<file path="config.mk">
export PLATFORM = sky130hd
export DESIGN_NAME = mem_access_unit
export DESIGN_NICKNAME = d
export VERILOG_FILES = /design/src/rtl/mem_access_unit.sv
export SDC_FILE = /design/constraint.sdc
export NUM_CORES = 1
export LEC_CHECK = 0
export BUFFER_PORTS_ARGS = -buffer_cell sky130_fd_sc_hd__buf_2
export CORE_MARGIN = 2
export CORE_UTILIZATION = 48
export DETAILED_ROUTE_END_ITERATION = 12
export HOLD_SLACK_MARGIN = 0.06
export PLACE_DENSITY_LB_ADDON = 0.1
export SLEW_MARGIN = 30
export SYNTH_ARGS = -nofsm -noshare
export SYNTH_HDL_FRONTEND = slang
export SYNTH_SLANG_ARGS = --single-unit
</file>
<file path="constraint.sdc">
create_clock -name clk_i -period 3.9 [get_ports clk_i]
set_input_delay 0.78 -clock clk_i [delete_from_list [all_inputs] [get_ports clk_i]]
set_output_delay 0.78 -clock clk_i [all_outputs]
set_load 0.02 [all_outputs]
</file>
<file path="src/rtl/mem_access_unit.sv">
// -----------------------------------------------------------------------------
// mem_access_unit
//
// Memory-stage access controller for the 5-stage pipeline. Takes the EX/MEM
// pipeline register outputs and issues loads/stores to a multi-cycle data
// memory over a req/ack handshake. The upstream pipeline is stalled while an
// access is outstanding, and the MEM/WB-side registers are driven from here.
//
// Optional feature (compile-time macro MEM_STORE_POST_EN):
//   One-entry posted-write buffer. A store seen in IDLE while the buffer is
//   empty retires immediately; the buffer then owns the memory port until its
//   ack. Without the macro, stores go through ACCESS/DONE exactly like loads.
//
// Ports:
//   clk_i, rst_i        clock (rising edge), asynchronous active-low reset
//   MemRead_i,
//   MemWrite_i,
//   RegWrite_i,
//   MemToReg_i          EX/MEM control bits
//   ALUResult_i         memory address (low ADDR_W bits) or ALU result to WB
//   RDData_i            store data
//   RDaddr_i            destination register
//   dmem_req_o          memory request
//   dmem_we_o           1 = write, 0 = read
//   dmem_addr_o         memory byte address
//   dmem_wdata_o        memory write data
//   dmem_ack_i          memory completion, one-cycle pulse
//   dmem_rdata_i        memory read data, valid with dmem_ack_i
//   stall_o             hold PC, IF/ID, ID/EX and EX/MEM
//   RegWrite_o,
//   MemToReg_o          registered WB controls (zeroed while stalled)
//   ReadData_o          registered load data
//   ALUResult_o         registered ALU result
//   RDaddr_o            registered destination register
//
// ADDR_W must not exceed DATA_W (the address is a slice of ALUResult_i).
// -----------------------------------------------------------------------------
module mem_access_unit #(
    parameter int DATA_W = 32,
    parameter int ADDR_W = 32
) (
    input  logic              clk_i,
    input  logic              rst_i,
    input  logic              MemRead_i,
    input  logic              MemWrite_i,
    input  logic              RegWrite_i,
    input  logic              MemToReg_i,
    input  logic [DATA_W-1:0] ALUResult_i,
    input  logic [DATA_W-1:0] RDData_i,
    input  logic [4:0]        RDaddr_i,
    output logic              dmem_req_o,
    output logic              dmem_we_o,
    output logic [ADDR_W-1:0] dmem_addr_o,
    output logic [DATA_W-1:0] dmem_wdata_o,
    input  logic              dmem_ack_i,
    input  logic [DATA_W-1:0] dmem_rdata_i,
    output logic              stall_o,
    output logic              RegWrite_o,
    output logic              MemToReg_o,
    output logic [DATA_W-1:0] ReadData_o,
    output logic [DATA_W-1:0] ALUResult_o,
    output logic [4:0]        RDaddr_o
);

    typedef enum logic [1:0] {
        IDLE   = 2'd0,
        ACCESS = 2'd1,
        DONE   = 2'd2
    } state_t;

    state_t            state_reg;
    state_t            state_next;

    logic              mem_op;
    logic              acc_latch;
    logic              stall_int;
    logic              port_busy;   // posted store owns the memory port
    logic              post_store;  // store may retire into the posted buffer

    logic              acc_we_reg;
    logic [ADDR_W-1:0] acc_addr_reg;
    logic [DATA_W-1:0] acc_wdata_reg;
    logic [DATA_W-1:0] load_data_reg;

    assign mem_op = MemRead_i | MemWrite_i;

`ifdef MEM_STORE_POST_EN
    // -------------------------------------------------------------------------
    // Posted-write buffer
    // -------------------------------------------------------------------------
    logic              buf_full_reg;
    logic [ADDR_W-1:0] buf_addr_reg;
    logic [DATA_W-1:0] buf_wdata_reg;
    logic              buf_load;

    assign port_busy  = buf_full_reg;
    // A store (including read+write, which counts as a write) retires into the
    // buffer only when the buffer is free.
    assign post_store = MemWrite_i & ~buf_full_reg;
    // Only IDLE evaluates new instructions; ACCESS/DONE always hold a load here.
    assign buf_load   = (state_reg == IDLE) & post_store;

    always_ff @(posedge clk_i or negedge rst_i) begin
        if (!rst_i) begin
            buf_full_reg  <= 1'b0;
            buf_addr_reg  <= '0;
            buf_wdata_reg <= '0;
        end else begin
            if (buf_full_reg) begin
                if (dmem_ack_i) begin
                    buf_full_reg <= 1'b0;
                end
            end else if (buf_load) begin
                buf_full_reg  <= 1'b1;
                buf_addr_reg  <= ALUResult_i[ADDR_W-1:0];
                buf_wdata_reg <= RDData_i;
            end
        end
    end

    // The buffer and the ACCESS path never own the port at the same time:
    // ACCESS is only entered with the buffer empty, and the buffer is only
    // filled from IDLE.
    always_comb begin
        if (buf_full_reg) begin
            dmem_req_o   = 1'b1;
            dmem_we_o    = 1'b1;
            dmem_addr_o  = buf_addr_reg;
            dmem_wdata_o = buf_wdata_reg;
        end else begin
            dmem_req_o   = (state_reg == ACCESS);
            dmem_we_o    = acc_we_reg;
            dmem_addr_o  = acc_addr_reg;
            dmem_wdata_o = acc_wdata_reg;
        end
    end
`else
    assign port_busy    = 1'b0;
    assign post_store   = 1'b0;

    // Request is decoded straight from the state register, so the async reset
    // of that register drops it without waiting for a clock edge.
    assign dmem_req_o   = (state_reg == ACCESS);
    assign dmem_we_o    = acc_we_reg;
    assign dmem_addr_o  = acc_addr_reg;
    assign dmem_wdata_o = acc_wdata_reg;
`endif

    // -------------------------------------------------------------------------
    // FSM: next state and stall
    // -------------------------------------------------------------------------
    always_comb begin
        state_next = state_reg;
        acc_latch  = 1'b0;
        stall_int  = 1'b0;
        unique case (state_reg)
            IDLE: begin
                if (port_busy) begin
                    // Any memory instruction waits out the posted store,
                    // including its ack cycle; it is re-evaluated next cycle.
                    stall_int = mem_op;
                end else if (mem_op && !post_store) begin
                    stall_int  = 1'b1;
                    acc_latch  = 1'b1;
                    state_next = ACCESS;
                end
            end
            ACCESS: begin
                stall_int = 1'b1;
                if (dmem_ack_i) begin
                    state_next = DONE;
                end
            end
            DONE: begin
                state_next = IDLE;
            end
            default: begin
                state_next = IDLE;
            end
        endcase
    end

    // Held low during reset so every output reads 0 while rst_i is asserted.
    assign stall_o = stall_int & rst_i;

    // -------------------------------------------------------------------------
    // State register, access latches and load-data capture
    // -------------------------------------------------------------------------
    always_ff @(posedge clk_i or negedge rst_i) begin
        if (!rst_i) begin
            state_reg     <= IDLE;
            acc_we_reg    <= 1'b0;
            acc_addr_reg  <= '0;
            acc_wdata_reg <= '0;
            load_data_reg <= '0;
        end else begin
            state_reg <= state_next;
            if (acc_latch) begin
                // Read+write together is treated as a write.
                acc_we_reg    <= MemWrite_i;
                acc_addr_reg  <= ALUResult_i[ADDR_W-1:0];
                acc_wdata_reg <= RDData_i;
            end
            if ((state_reg == ACCESS) && dmem_ack_i) begin
                load_data_reg <= dmem_rdata_i;
            end
        end
    end

    // -------------------------------------------------------------------------
    // MEM/WB output registers
    // -------------------------------------------------------------------------
    always_ff @(posedge clk_i or negedge rst_i) begin
        if (!rst_i) begin
            RegWrite_o  <= 1'b0;
            MemToReg_o  <= 1'b0;
            ReadData_o  <= '0;
            ALUResult_o <= '0;
            RDaddr_o    <= '0;
        end else if (stall_o) begin
            // Bubble into WB: kill the write-back controls, hold the data.
            RegWrite_o <= 1'b0;
            MemToReg_o <= 1'b0;
        end else begin
            RegWrite_o  <= RegWrite_i;
            MemToReg_o  <= MemToReg_i;
            ALUResult_o <= ALUResult_i;
            RDaddr_o    <= RDaddr_i;
            if (state_reg == DONE) begin
                ReadData_o <= load_data_reg;
            end
        end
    end

endmodule
</file>
# After elaboration in Yosys (flattened, before gate mapping)
# Index checks and enable logic that the tools add are counted.
# word_totals
ff_bits,170
input_bits,108
out_inout_bits,138
wordCells,29
# op_classes
eq_ne,4
muxes,8
n_bitwise,3
reduce_logical,4
# ops
op,n
two-way mux 1 bit,4
two-way mux 2 bit,2
one-hot mux 2 bit (2 select lines),1
AND reduction 2 bit,2
"== test 2 x 1 -> 1 bit, second input constant",1
"== test 2 bit, second input constant",1
logical NOT 2 bit,1
"inequality test 2 x 1 -> 1 bit, second input constant",1
"inequality test 2 bit, second input constant",1
one-hot mux 1 bit (2 select lines),1
AND 1 bit,1
logical AND 1 bit,1
inverter 1 bit,1
bitwise OR 1 bit,1

# Depth between registers and ports, before layout
# logic_depth
ltp_word,6
depth_mapped,5
mapped_depth_nobuf,3

# Worst setup path before layout
# OpenSTA, ideal clock, no wires.
# synth_path
path_kind,input -> output
from,input port MemWrite_i
to,output port stall_o
t_arrival_ps,1356
t_required_ps,3120
setup_slack_ps,1764
path_stages,3
path_buffers,1
path_cell_list,nor3_1 > nor3b_2 > buf_6
# synth_via
elab_chain_len,4
# synth_lines
element,line_no,text
"start, declared",45,"input logic MemWrite_i,"
bitwise OR 1 bit,85,assign mem_op = MemRead_i | MemWrite_i;
two-way mux 1 bit,162,end else if (mem_op && !post_store) begin
one-hot mux 1 bit (2 select lines),156,unique case (state_reg)
AND 1 bit,184,assign stall_o = stall_int & rst_i;
"end, declared",57,"output logic stall_o,"
# No other way between the ends.

# Worst setup path in the final report
# Ends and elaborated chain as after synthesis.

==> results.txt <==
Initial core utilization: 0.4870
Power Density: 895.2 nW/um2
HPWL Detailed: 9504 um
RR Startpoint: state_reg[1]$_DFFE_PN0P_
Final period util: 0.6181
Post-DRT Antenna Nets: 0
# DRC: 0
GPL Wtd Cong: 0.7380
Initial antenna violation count: 0
Overall die area: 14210 um2
Core area: 13090 um2
CP Capture Type: output pin
Global-route wire length before repair: 21460 um
Yosys warns: 0
IO Port Bufs: 245
Syn nets: 475
Worst EP arrival: 1.63 ns
#FFs+latches synth: 170
Startpoint types: primary input
Status: complete, no violations
Largest net degree at the start of global routing: 171
Critical Path RT: 3.12 ns
Fillers: 1031
Post-synth EDFFs: 0
Fin cells: 807
Setup Crit Path Kind: in2out
Least-Margin Pin Slew: 0.8760 ns
DR vias/cell: 4.855
Final Skew: 0.005606 ns
Iteration-0 DRC Markers: 112
Synth Flop Type: dfrtp_1
Post-placement cell count: 774
Number of max-cap violations: 0
Total GRT Usage: 0.1975
Register area share after synthesis: 0.6676
GRT overflow: 0
Maximum VDD drop: 608.5 uV
Netlist cell types: 19
Crit path max fanout: 3
Syn Inst Count: 367
DIE WIDTH: 119.2 um
Cell taking the most area after synthesis: dfrtp_1
Postcts setup bufs: 0
Reg clk slew, reported paths: 0.06 ns
Row count: 42
Top Ports: 246
Tmin final: 2.411 ns
CTS Buf Count: 17
DR vias: 3918
Synth top area share: 0.6676
Slew Viols, Final: 0
Most frequent cells after synthesis: 170 x dfrtp_1, 143 x mux2_2, 22 x mux2_1
Inserted Diodes: 0
WL per Instance: 16.55 um
Maximum clock insertion buffer count: 2
P&R area growth vs syn: 31.47%
Layout cells sized above 1: 0.6767
CTS tree: done
Unrepaired setup endpoints after global routing: false
Routed wire length: 13360 um
TNS Setup: 0 ns
Clk_lat worst skew: 0.41 ns
H-tree Lvls: 4
Hold_buf cts: 0
CTS resizes: 0
Setup violations, final: 0
CTS sink count: 170
Number of global-route vias before repair: 4246
Root cell of the clock tree: clkbuf_16
Top-count cell post-synth: dfrtp_1
Fin. Hold Viols: 0
Worst min path class: in2async
Cell leakage power: 4.036 nW
Syn_area_per_cell: 17.36 um2
Top cells by area, synth: dfrtp_1 67%, mux2_2 25%, mux2_1 3.9%, buf_6 2.1%, buf_4 0.47%
Fmax: 414.8 MHz
Worst slew margin relative to its limit: 0.4160
Nets@finish: 726
Drt pass-1 iters: 4
Die Span Y: 119.2 um
Critical path origin: MemWrite_i
Async SR Flop Fraction: 1.000
Mapped Area: 6372 um2
[layer usage]
layer / part of all wire / global-route usage / vias up
li1: - / - / 1790
met1: 0.38 / 0.2194 / 1946
met2: 0.51 / 0.3405 / 161
met3: 0.091 / 0.07711 / 21
met4: 0.021 / 0.07813 / 0
met5: 0 / 0 / -
[per-stage QoR]
stage	hold slack (ns)	power, mW	utilization	cell area [um2]	worst slack (ns)
after detailed placement	0.4774	5.805	0.5893	7711	1.487
after CTS	0.4893	7.598	0.6382	8351	1.487
after global placement	0.4591	5.689	0.5893	7711	1.465
after global routing	0.3213	7.926	0.6403	8378	1.449
after floorplan	0.4522	4.858	-	6372	1.764
final	0.3277	7.500	0.6403	8378	1.489
[kinds of logic after synthesis]
logic type / share of synthesized area
mux: 0.2916
simple gates: 0.009425
flops: 0.6676
buf+inv: 0.02847
compound gates: 0.002944
[final cells by class]
class / count / area (um2) / share of cell area
Timing Repair Buffer: 250 / 1303 / 0.1555
Sequential cell: 170 / 4254 / 0.5078
Inverter: 2 / 7.507 / 0.0008961
Clock buffer: 22 / 474.2 / 0.05660
Tap cell: 176 / 220.2 / 0.02628
Clock inverter: 10 / 165.2 / 0.01971
Multi-Input combinational cell: 177 / 1954 / 0.2333
[cell usage in the layout (no fill, tap or decap)]
| master | Yosys | final |
|---|---|---|
| buf_16 | 0 | 1 |
| nor2b_1 | 2 | 2 |
| nor3_1 | 1 | 1 |
| clkbuf_1 | 1 | 2 |
| clkinvlp_4 | 0 | 3 |
| nand2_2 | 1 | 1 |
| nor2_2 | 1 | 1 |
| mux2_1 | 22 | 22 |
| buf_4 | 4 | 3 |
| clkinv_2 | 0 | 1 |
| buf_2 | 1 | 244 |
| bufinv_16 | 0 | 4 |
| dfrtp_1 | 170 | 170 |
| a22o_1 | 1 | 1 |
| and2b_1 | 1 | 1 |
| mux2_2 | 143 | 143 |
| clkinv_4 | 0 | 2 |
| nor3b_4 | 0 | 1 |
| inv_1 | 2 | 2 |
| clkbuf_8 | 0 | 3 |
| o21ai_0 | 1 | 1 |
| nand2b_1 | 1 | 1 |
| o21ai_4 | 0 | 1 |
| buf_6 | 12 | 1 |
| clkbuf_16 | 0 | 17 |
| nand2_1 | 1 | 1 |
| buf_12 | 0 | 1 |
[critical path, cell delays in order]
cell and delay, ns:
buf_2 0.13, nor3_1 0.45, nor3b_4 0.08, buf_2 0.19
[power breakdown]
group | total, mW | internal [mW] | leakage (nW) | switching, mW
clock | 1.77 | 1.12 | 0.303 | 0.649
sequential | 2.92 | 2.55 | 2.00 | 0.370
combinational | 2.81 | 1.24 | 1.74 | 1.56
total | 7.50 | 4.92 | 4.04 | 2.58
[worst paths after layout]
path | endpoint | slack [ns] | cells after the start
setup / recovery | stall_o | 1.49 | 4
hold / removal | dmem_addr_o[27]$_DFFE_PN0P_ | 0.33 | 2
setup reg to reg | dmem_addr_o[24]$_DFFE_PN0P_ | 1.99 | 4
hold reg to reg | dmem_wdata_o[7]$_DFFE_PN0P_ | 0.49 | 1
max in group asynchronous | dmem_addr_o[16]$_DFFE_PN0P_ | 2.69 | 3
min in group clk_i | dmem_wdata_o[7]$_DFFE_PN0P_ | 0.49 | 1
(Power assumes the default switching activity.)
